`src/rtl/mem_ctrl.sv`:
```
// mem_ctrl: arbitrates one byte-wide RAM between an instruction-fetch port
// and a load/store port. Transfers move one byte per cycle, little-endian.
// The RAM has one cycle of read latency, so reads run one extra BUSY cycle
// to collect the final byte.
module mem_ctrl (
  input  logic        clk,
  input  logic        reset,
  input  logic        if_read,
  input  logic [31:0] if_addr,
  output logic        if_ready,
  output logic [31:0] if_data,
  input  logic        mem_read,
  input  logic        mem_write,
  input  logic [31:0] mem_addr,
  input  logic [1:0]  mem_len,
  input  logic [31:0] mem_wdata,
  output logic        mem_ready,
  output logic [31:0] mem_rdata,
  output logic [31:0] ram_addr,
  output logic        ram_wr,
  output logic [7:0]  ram_dout,
  input  logic [7:0]  ram_din
);

  typedef enum logic [1:0] {
    IDLE = 2'd0,
    BUSY = 2'd1,
    DONE = 2'd2
  } state_t;

  state_t      state_q, state_d;
  logic [2:0]  cnt_q, cnt_d;
  logic [2:0]  n_q, n_d;
  logic        is_mem_q, is_mem_d;
  logic        is_wr_q, is_wr_d;
  logic [31:0] base_q, base_d;
  logic [31:0] wdata_q, wdata_d;
  logic [31:0] buf_q, buf_d;
  logic [31:0] if_data_q, if_data_d;
  logic [31:0] mem_rdata_q, mem_rdata_d;
  logic [1:0]  prev_byte_s;

  // Byte count of a load/store; sizes 10 and 11 are both full words.
  function automatic logic [2:0] len_to_n(input logic [1:0] len);
    case (len)
      2'b00:   len_to_n = 3'd1;
      2'b01:   len_to_n = 3'd2;
      default: len_to_n = 3'd4;
    endcase
  endfunction

  // The byte returned by the RAM this cycle belongs to the previous address.
  assign prev_byte_s = cnt_q[1:0] - 2'd1;
  assign if_data     = if_data_q;
  assign mem_rdata   = mem_rdata_q;

  // Next-state, datapath and RAM/ready output decode.
  always_comb begin
    state_d     = state_q;
    cnt_d       = cnt_q;
    n_d         = n_q;
    is_mem_d    = is_mem_q;
    is_wr_d     = is_wr_q;
    base_d      = base_q;
    wdata_d     = wdata_q;
    buf_d       = buf_q;
    if_data_d   = if_data_q;
    mem_rdata_d = mem_rdata_q;
    ram_addr    = 32'd0;
    ram_wr      = 1'b0;
    ram_dout    = 8'd0;
    if_ready    = 1'b0;
    mem_ready   = 1'b0;
    case (state_q)
      IDLE: begin
        cnt_d = 3'd0;
        buf_d = 32'd0;
        if (mem_write) begin
          // A simultaneous read and write is served as a write.
          is_mem_d = 1'b1;
          is_wr_d  = 1'b1;
          base_d   = mem_addr;
          n_d      = len_to_n(mem_len);
          wdata_d  = mem_wdata;
          state_d  = BUSY;
        end else if (mem_read) begin
          is_mem_d = 1'b1;
          is_wr_d  = 1'b0;
          base_d   = mem_addr;
          n_d      = len_to_n(mem_len);
          state_d  = BUSY;
        end else if (if_read) begin
          is_mem_d = 1'b0;
          is_wr_d  = 1'b0;
          base_d   = if_addr;
          n_d      = 3'd4;
          state_d  = BUSY;
        end else begin
          state_d = IDLE;
        end
      end
      BUSY: begin
        if (is_wr_q) begin
          ram_addr = base_q + {29'd0, cnt_q};
          ram_wr   = 1'b1;
          ram_dout = wdata_q[{cnt_q[1:0], 3'b000} +: 8];
          cnt_d    = cnt_q + 3'd1;
          if (cnt_q == n_q - 3'd1) begin
            state_d = DONE;
          end else begin
            state_d = BUSY;
          end
        end else begin
          if (cnt_q < n_q) begin
            ram_addr = base_q + {29'd0, cnt_q};
          end else begin
            ram_addr = 32'd0;
          end
          if (cnt_q != 3'd0) begin
            buf_d[{prev_byte_s, 3'b000} +: 8] = ram_din;
          end else begin
            buf_d = buf_q;
          end
          if (cnt_q == n_q) begin
            state_d = DONE;
            if (is_mem_q) begin
              mem_rdata_d = buf_d;
            end else begin
              if_data_d = buf_d;
            end
          end else begin
            cnt_d   = cnt_q + 3'd1;
            state_d = BUSY;
          end
        end
      end
      DONE: begin
        if_ready  = ~is_mem_q;
        mem_ready = is_mem_q;
        state_d   = IDLE;
      end
      default: begin
        state_d = IDLE;
      end
    endcase
  end

  // State and datapath registers; reset aborts any transaction in flight.
  always_ff @(posedge clk or posedge reset) begin
    if (reset) begin
      state_q     <= IDLE;
      cnt_q       <= 3'd0;
      n_q         <= 3'd0;
      is_mem_q    <= 1'b0;
      is_wr_q     <= 1'b0;
      base_q      <= 32'd0;
      wdata_q     <= 32'd0;
      buf_q       <= 32'd0;
      if_data_q   <= 32'd0;
      mem_rdata_q <= 32'd0;
    end else begin
      state_q     <= state_d;
      cnt_q       <= cnt_d;
      n_q         <= n_d;
      is_mem_q    <= is_mem_d;
      is_wr_q     <= is_wr_d;
      base_q      <= base_d;
      wdata_q     <= wdata_d;
      buf_q       <= buf_d;
      if_data_q   <= if_data_d;
      mem_rdata_q <= mem_rdata_d;
    end
  end

endmodule

```
`config.mk`:
```
export PLATFORM = sky130hd
export DESIGN_NAME = mem_ctrl
export DESIGN_NICKNAME = d
export VERILOG_FILES = /design/src/rtl/mem_ctrl.sv
export SDC_FILE = /design/constraint.sdc
export NUM_CORES = 1
export LEC_CHECK = 0
export BUFFER_PORTS_ARGS = -buffer_cell sky130_fd_sc_hd__buf_4
export CELL_PAD_IN_SITES_DETAIL_PLACEMENT = 0
export CELL_PAD_IN_SITES_GLOBAL_PLACEMENT = 2
export CORE_MARGIN = 2
export CORE_UTILIZATION = 33
export CTS_CLUSTER_SIZE = 10
export DETAILED_ROUTE_END_ITERATION = 8
export PLACE_DENSITY_LB_ADDON = 0.25
export SLEW_MARGIN = 40
export SYNTH_ARGS = -nofsm -noshare
export SYNTH_HDL_FRONTEND = slang
export SYNTH_SLANG_ARGS = --single-unit
```
`constraint.sdc`:
```
create_clock -name clk -period 6.09 [get_ports clk]
set_input_delay 0.9135 -clock clk [delete_from_list [all_inputs] [get_ports clk]]
set_output_delay 0.9135 -clock clk [all_outputs]
set_load 0.1 [all_outputs]
```
* After elaboration in Yosys (flattened, before gate mapping) *
Cells that the tools add are included.

word-level totals
  register bits = 170
  latch bits = 0
  bits in writable memories = 0
  ROM bits = 0
  output and inout port bits = 107
  logic and storage cells = 74
  memories kept = 0

cells by class
  add/subtract/negate cells = 5
  multipliers = 0
  divide/modulo/power cells = 0
  order comparisons = 1
  equal/unequal tests = 7
  shift operators = 3
  multiplexer cells = 35
  bitwise gates (word level) = 2
  reduce and logical (&&, ||, !) cells = 11

operators with widths
  operator                                               count
  2-to-1 mux 32 bit                                      8
  one-hot mux 32 bit (2 select lines)                    1
  adder 32 x 3 -> 32 bit                                 1
  bitwise mux 32 bit                                     1
  variable shift 8 x 7 -> 32 bit (first input constant)  1
  indexed part select 32 x 6 -> 8 bit                    1
  indexed part select 8 x 7 -> 32 bit                    1
  2-to-1 mux 8 bit                                       2
  2-to-1 mux 3 bit                                       5
  2-to-1 mux 1 bit                                       12
  one-hot mux 3 bit (2 select lines)                     2
  AND reduction 2 bit                                    4
  AND reduction 4 bit                                    2
  negator 5 -> 7 bit                                     1
  == test 3 bit                                          2
  2-to-1 mux 2 bit                                       3
  nonzero test 3 bit                                     2
  == test 2 x 1 -> 1 bit (second input constant)         2
  zero test 2 bit                                        2
  one-hot mux 2 bit (2 select lines)                     1
  adder 3 x 1 -> 3 bit (second input constant)           1
  < comparator 3 bit                                     1
  != test 3 bit (second input constant)                  1
  subtractor 3 x 1 -> 3 bit (second input constant)      1
  5 further kinds                                        6

* Logic depth before layout (Yosys ltp) *
  depth in word-level cells = 7
  mapped depth = 10

* Least setup slack after synthesis *
OpenSTA, ideal clock, no wires.

  kind = reg2out
  start point = register cnt_q[1]
  end point = output ram_addr[26]
  arrival = 3.968 ns
  required time = 5.176 ns
  path slack = 1.208 ns
  stages on the path, launching flop included = 9
  path through = dfrtp_1 clkbuf_1 inv_1 fa_1 nor2b_1 o2111ai_2 clkbuf_1 or3_1 a21oi_1

on the way
  word-level cells in the longest chain between the ends = 4
  elaborated cells on any way between the ends = 5
  classes of those cells = add/sub: 1; order compare: 1; mux: 3

RTL lines
  item                                                                 line           source
  start: declaration                                                   32             logic [2:0] cnt_q, cnt_d;
  start signal: assignment                                             163            cnt_q <= cnt_d;
  adder 32 x 3 -> 32 bit / < comparator 3 bit (equally long branches)  104, 115, 114
  2-to-1 mux 32 bit                                                    114            if (cnt_q < n_q) begin
  2-to-1 mux 32 bit (*)                                                103            if (is_wr_q) begin
  2-to-1 mux 32 bit (*)                                                74             case (state_q)
  end: declaration                                                     19             output logic [31:0] ram_addr,

Every way passes the cells marked *; elsewhere a longest branch is shown, timed or not.

* Worst setup path in the final report *
  start point = register cnt_q[1]
  end point = output ram_addr[24]

Same word-level chain as after synthesis.

==> summary.txt <==
Yosys
  – Area contributors post-synth: sky130_fd_sc_hd__dfrtp_1, sky130_fd_sc_hd__mux2_2, sky130_fd_sc_hd__o21ai_0
  – Number of distinct standard cells referenced by the synthesized netlist: 51
  – Register area share after synthesis: 51.6%
  – Register bit total from synthesis: 170
  – Post-synthesis instance total: 785
  – Mapped Area: 0.00825 mm²
  – Primary flip-flop cell chosen by synthesis mapping: sky130_fd_sc_hd__dfrtp_1
  – Cell taking the most area after synthesis: sky130_fd_sc_hd__dfrtp_1
  – Most common library cells after synthesis: sky130_fd_sc_hd__dfrtp_1, sky130_fd_sc_hd__nand2_1, sky130_fd_sc_hd__o21ai_0, sky130_fd_sc_hd__a21oi_1, sky130_fd_sc_hd__nor2_1
  – Cell with the most instances after synthesis: sky130_fd_sc_hd__dfrtp_1
  – Share of synthesized registers carrying an async set or reset: 100%
  – Top-area cell type share of the netlist area: 51.6%
  – Syn. warnings: 0
  – Net Count, Synth: 910
  – Syn Area/Cell: 10.5 µm²
  – Number of flops mapped to enable cells by yosys: 0

Floorplan
  – Ports: 218
  – Cell Rows: 57
  – Overall die width: 162 µm
  – Initial cell density of the core: 33.7%
  – Die height: 162 µm
  – Total core area: 0.0245 mm²
  – Total Die Area: 0.0263 mm²

Setup path
  – Largest incremental delay on the critical path: 0.80 ns
  – Critical-path cell with the highest stage delay: sky130_fd_sc_hd__dfrtp_1
  – WP data required: 5.18 ns
  – Chain of cells forming the critical path: inv_1, fa_1, nor2b_1, o2111ai_2, or4_1, a21oi_1, buf_4
  – Arrival time at the worst endpoint: 3.91 ns
  – Maximum fanout along the worst path: 18
  – Critical path start-end classification: register to output pin
  – Type of origin of the critical path: register
  – Capturing element type of the critical path: output pin

CTS
  – TritonCTS clock tree: yes
  – Clk pin slew, worst setup/hold paths: 0.07 ns
  – Clock H-tree levels: 4
  – Postcts setup bufs: 0
  – Sinks on the clock net: 170
  – Clock buffers created by TritonCTS: 17
  – Source-to-sink clock delay at the later pin of the worst-skew pair: 0.43 ns
  – Root Driver: sky130_fd_sc_hd__clkbuf_16
  – Maximum count of clock buffers along a single path: 2
  – Post-cts resize count: 0
  – Total of hold buffers inserted after clock tree synthesis: 0

GRT
  – Global-route wire length before repair: 36.5 mm
  – Total global routing track utilization: 17.8%
  – Largest net degree at the start of global routing: 79
  – Via count of the first global-routing pass: 6568
  – Remaining global-route overflow: 0
  – Initial antenna violation count: 0

Route
  – Via density per instance: 5.05
  – Average wire per standard cell: 17.4 µm
  – Total length of routed wires: 22.8 mm
  – Initial DRC count: 272
  – DR DRC count: 0
  – Total via count after detailed routing: 6617
  – Router iterations before antenna repair: 5
  – Final antenna-violating net count: 0

Placed design
  – Count of input and output buffers: 217
  – Routability congestion estimate from global placement: 0.747
  – Half-perimeter wire length of the detailed placement result: 16.1 mm

Timing
  – Setup repair after global routing missed its margin: no
  – Fmax: 0.207 GHz
  – Final Critical Period: 4.83 ns
  – Total of endpoints with negative setup slack in the final report: 0
  – Max Transition Viols Final: 0
  – Worst slew margin relative to its limit: 52.2%
  – Worst-Margin Slew: 0.716 ns
  – Worst clock skew: 0.0114 ns
  – Crit share post-route: 79.2%
  – Post-route setup TNS: 0 ns
  – Final count of hold timing violations: 0

Cells and area
  – Layout cells sized above 1: 31.6%
  – Final nets: 1098
  – Area overhead of the layout relative to synthesis: 30.7%
  – Count of filler cells inserted in the layout: 2416

Min path
  – Worst Hold Class: input pin to async pin

Outcome
  – Outcome: finished, final reports clean

Job
  – Count of max-cap constraint violations: 0
-- per-stage QoR --
stage	instance area [µm²]	std cells	hold slack, ns	setup slack, ns	utilization, %
global placement	10100	1277	0.462	1.75	41.4
CTS	10800	1308	0.488	1.19	44.0
finish	10800	1310	0.413	1.26	44.1
global route	10800	1309	0.414	0.851	44.1
floorplan	8250	785	0.454	0.573	-
detailed placement	10200	1277	0.471	1.65	41.5
-- cells by family after synthesis --
kind of cell | after synthesis | share of synthesized area [%]
multiplexers | 74 | 10.7
flip-flops | 170 | 51.6
buffers and inverters | 69 | 3.29
adder cells (fa/ha/maj) | 14 | 2.21
AND/OR/NAND/NOR | 221 | 13.5
XOR/XNOR | 14 | 1.49
AO/OA/AOI/OAI | 223 | 17.3
-- layer usage --
| layer | wire length [µm] | global-route usage, % | share of wire (%) |
|---|---|---|---|
| met1 | 10500 | 24.2 | 46 |
| met2 | 11000 | 28.5 | 48 |
| met3 | 1090 | 3.93 | 4.8 |
| met4 | 264 | 5.07 | 1.2 |
| met5 | 0 | 0 | 0 |
-- cell usage in the layout (no fill, tap or decap), drive strengths merged, types with 5 or more instances in the layout --
cell and count:
a21o 5, a21oi 55, a22o 36, a22oi 32
and3 16, buf 225, clkbuf 17, dfrtp 170
ha 13, inv 20, mux2 33, mux2i 33
mux4 8, nand2 86, nand3 12, nand4 9
nor2 49, o21ai 72, o31ai 12, or3 7
or4 17, xnor2 9, xor2 5
-- critical path, delay by kind of cell (launching register included) --
family,cells,cell delay (ns)
AOI/OAI and AO/OA,2,0.59
DFF,1,0.80
adders and majority gates,1,0.48
and+or+nand+nor,2,1.02
buffers and inverters,2,0.58
-- area by class of cell --
type                            instances  area (µm²)  share of cell area, %
Sequential cell                       170        4250                   39.4
Clock buffer                           17         425                   3.94
Clock inverter                         14         176                   1.64
Timing Repair Buffer                  225        1710                   15.8
Antenna cell                            1        2.50                 0.0232
Multi-Input combinational cell        546        3760                   34.8
Tap cell                              324         405                   3.76
Inverter                               13        53.8                  0.499
-- registers in the layout (all words and copies together), names as in the netlist --
name       count
base_q        32
buf_q         32
cnt_q          3
if_data       32
is_mem_q       1
is_wr_q        1
mem_rdata     32
n_q            3
state_q        2
wdata_q       32
-- worst paths after layout --
kind                                from       endpoint  slack [ns]  cells past startpoint
max in group asynchronous          reset      buf_q[10]        4.77                      3
min reg2reg                mem_rdata[17]  mem_rdata[17]        0.48                      2
min                                reset     if_data[6]        0.41                      2
min in group clk           mem_rdata[17]  mem_rdata[17]        0.48                      2
max                             cnt_q[1]   ram_addr[24]        1.26                      7
max reg2reg                     cnt_q[1]       buf_q[5]        3.17                      6
Power is left out: the tool's default activity adds up to more than one toggle a clock period on the data nets, which glitch-free logic cannot reach.
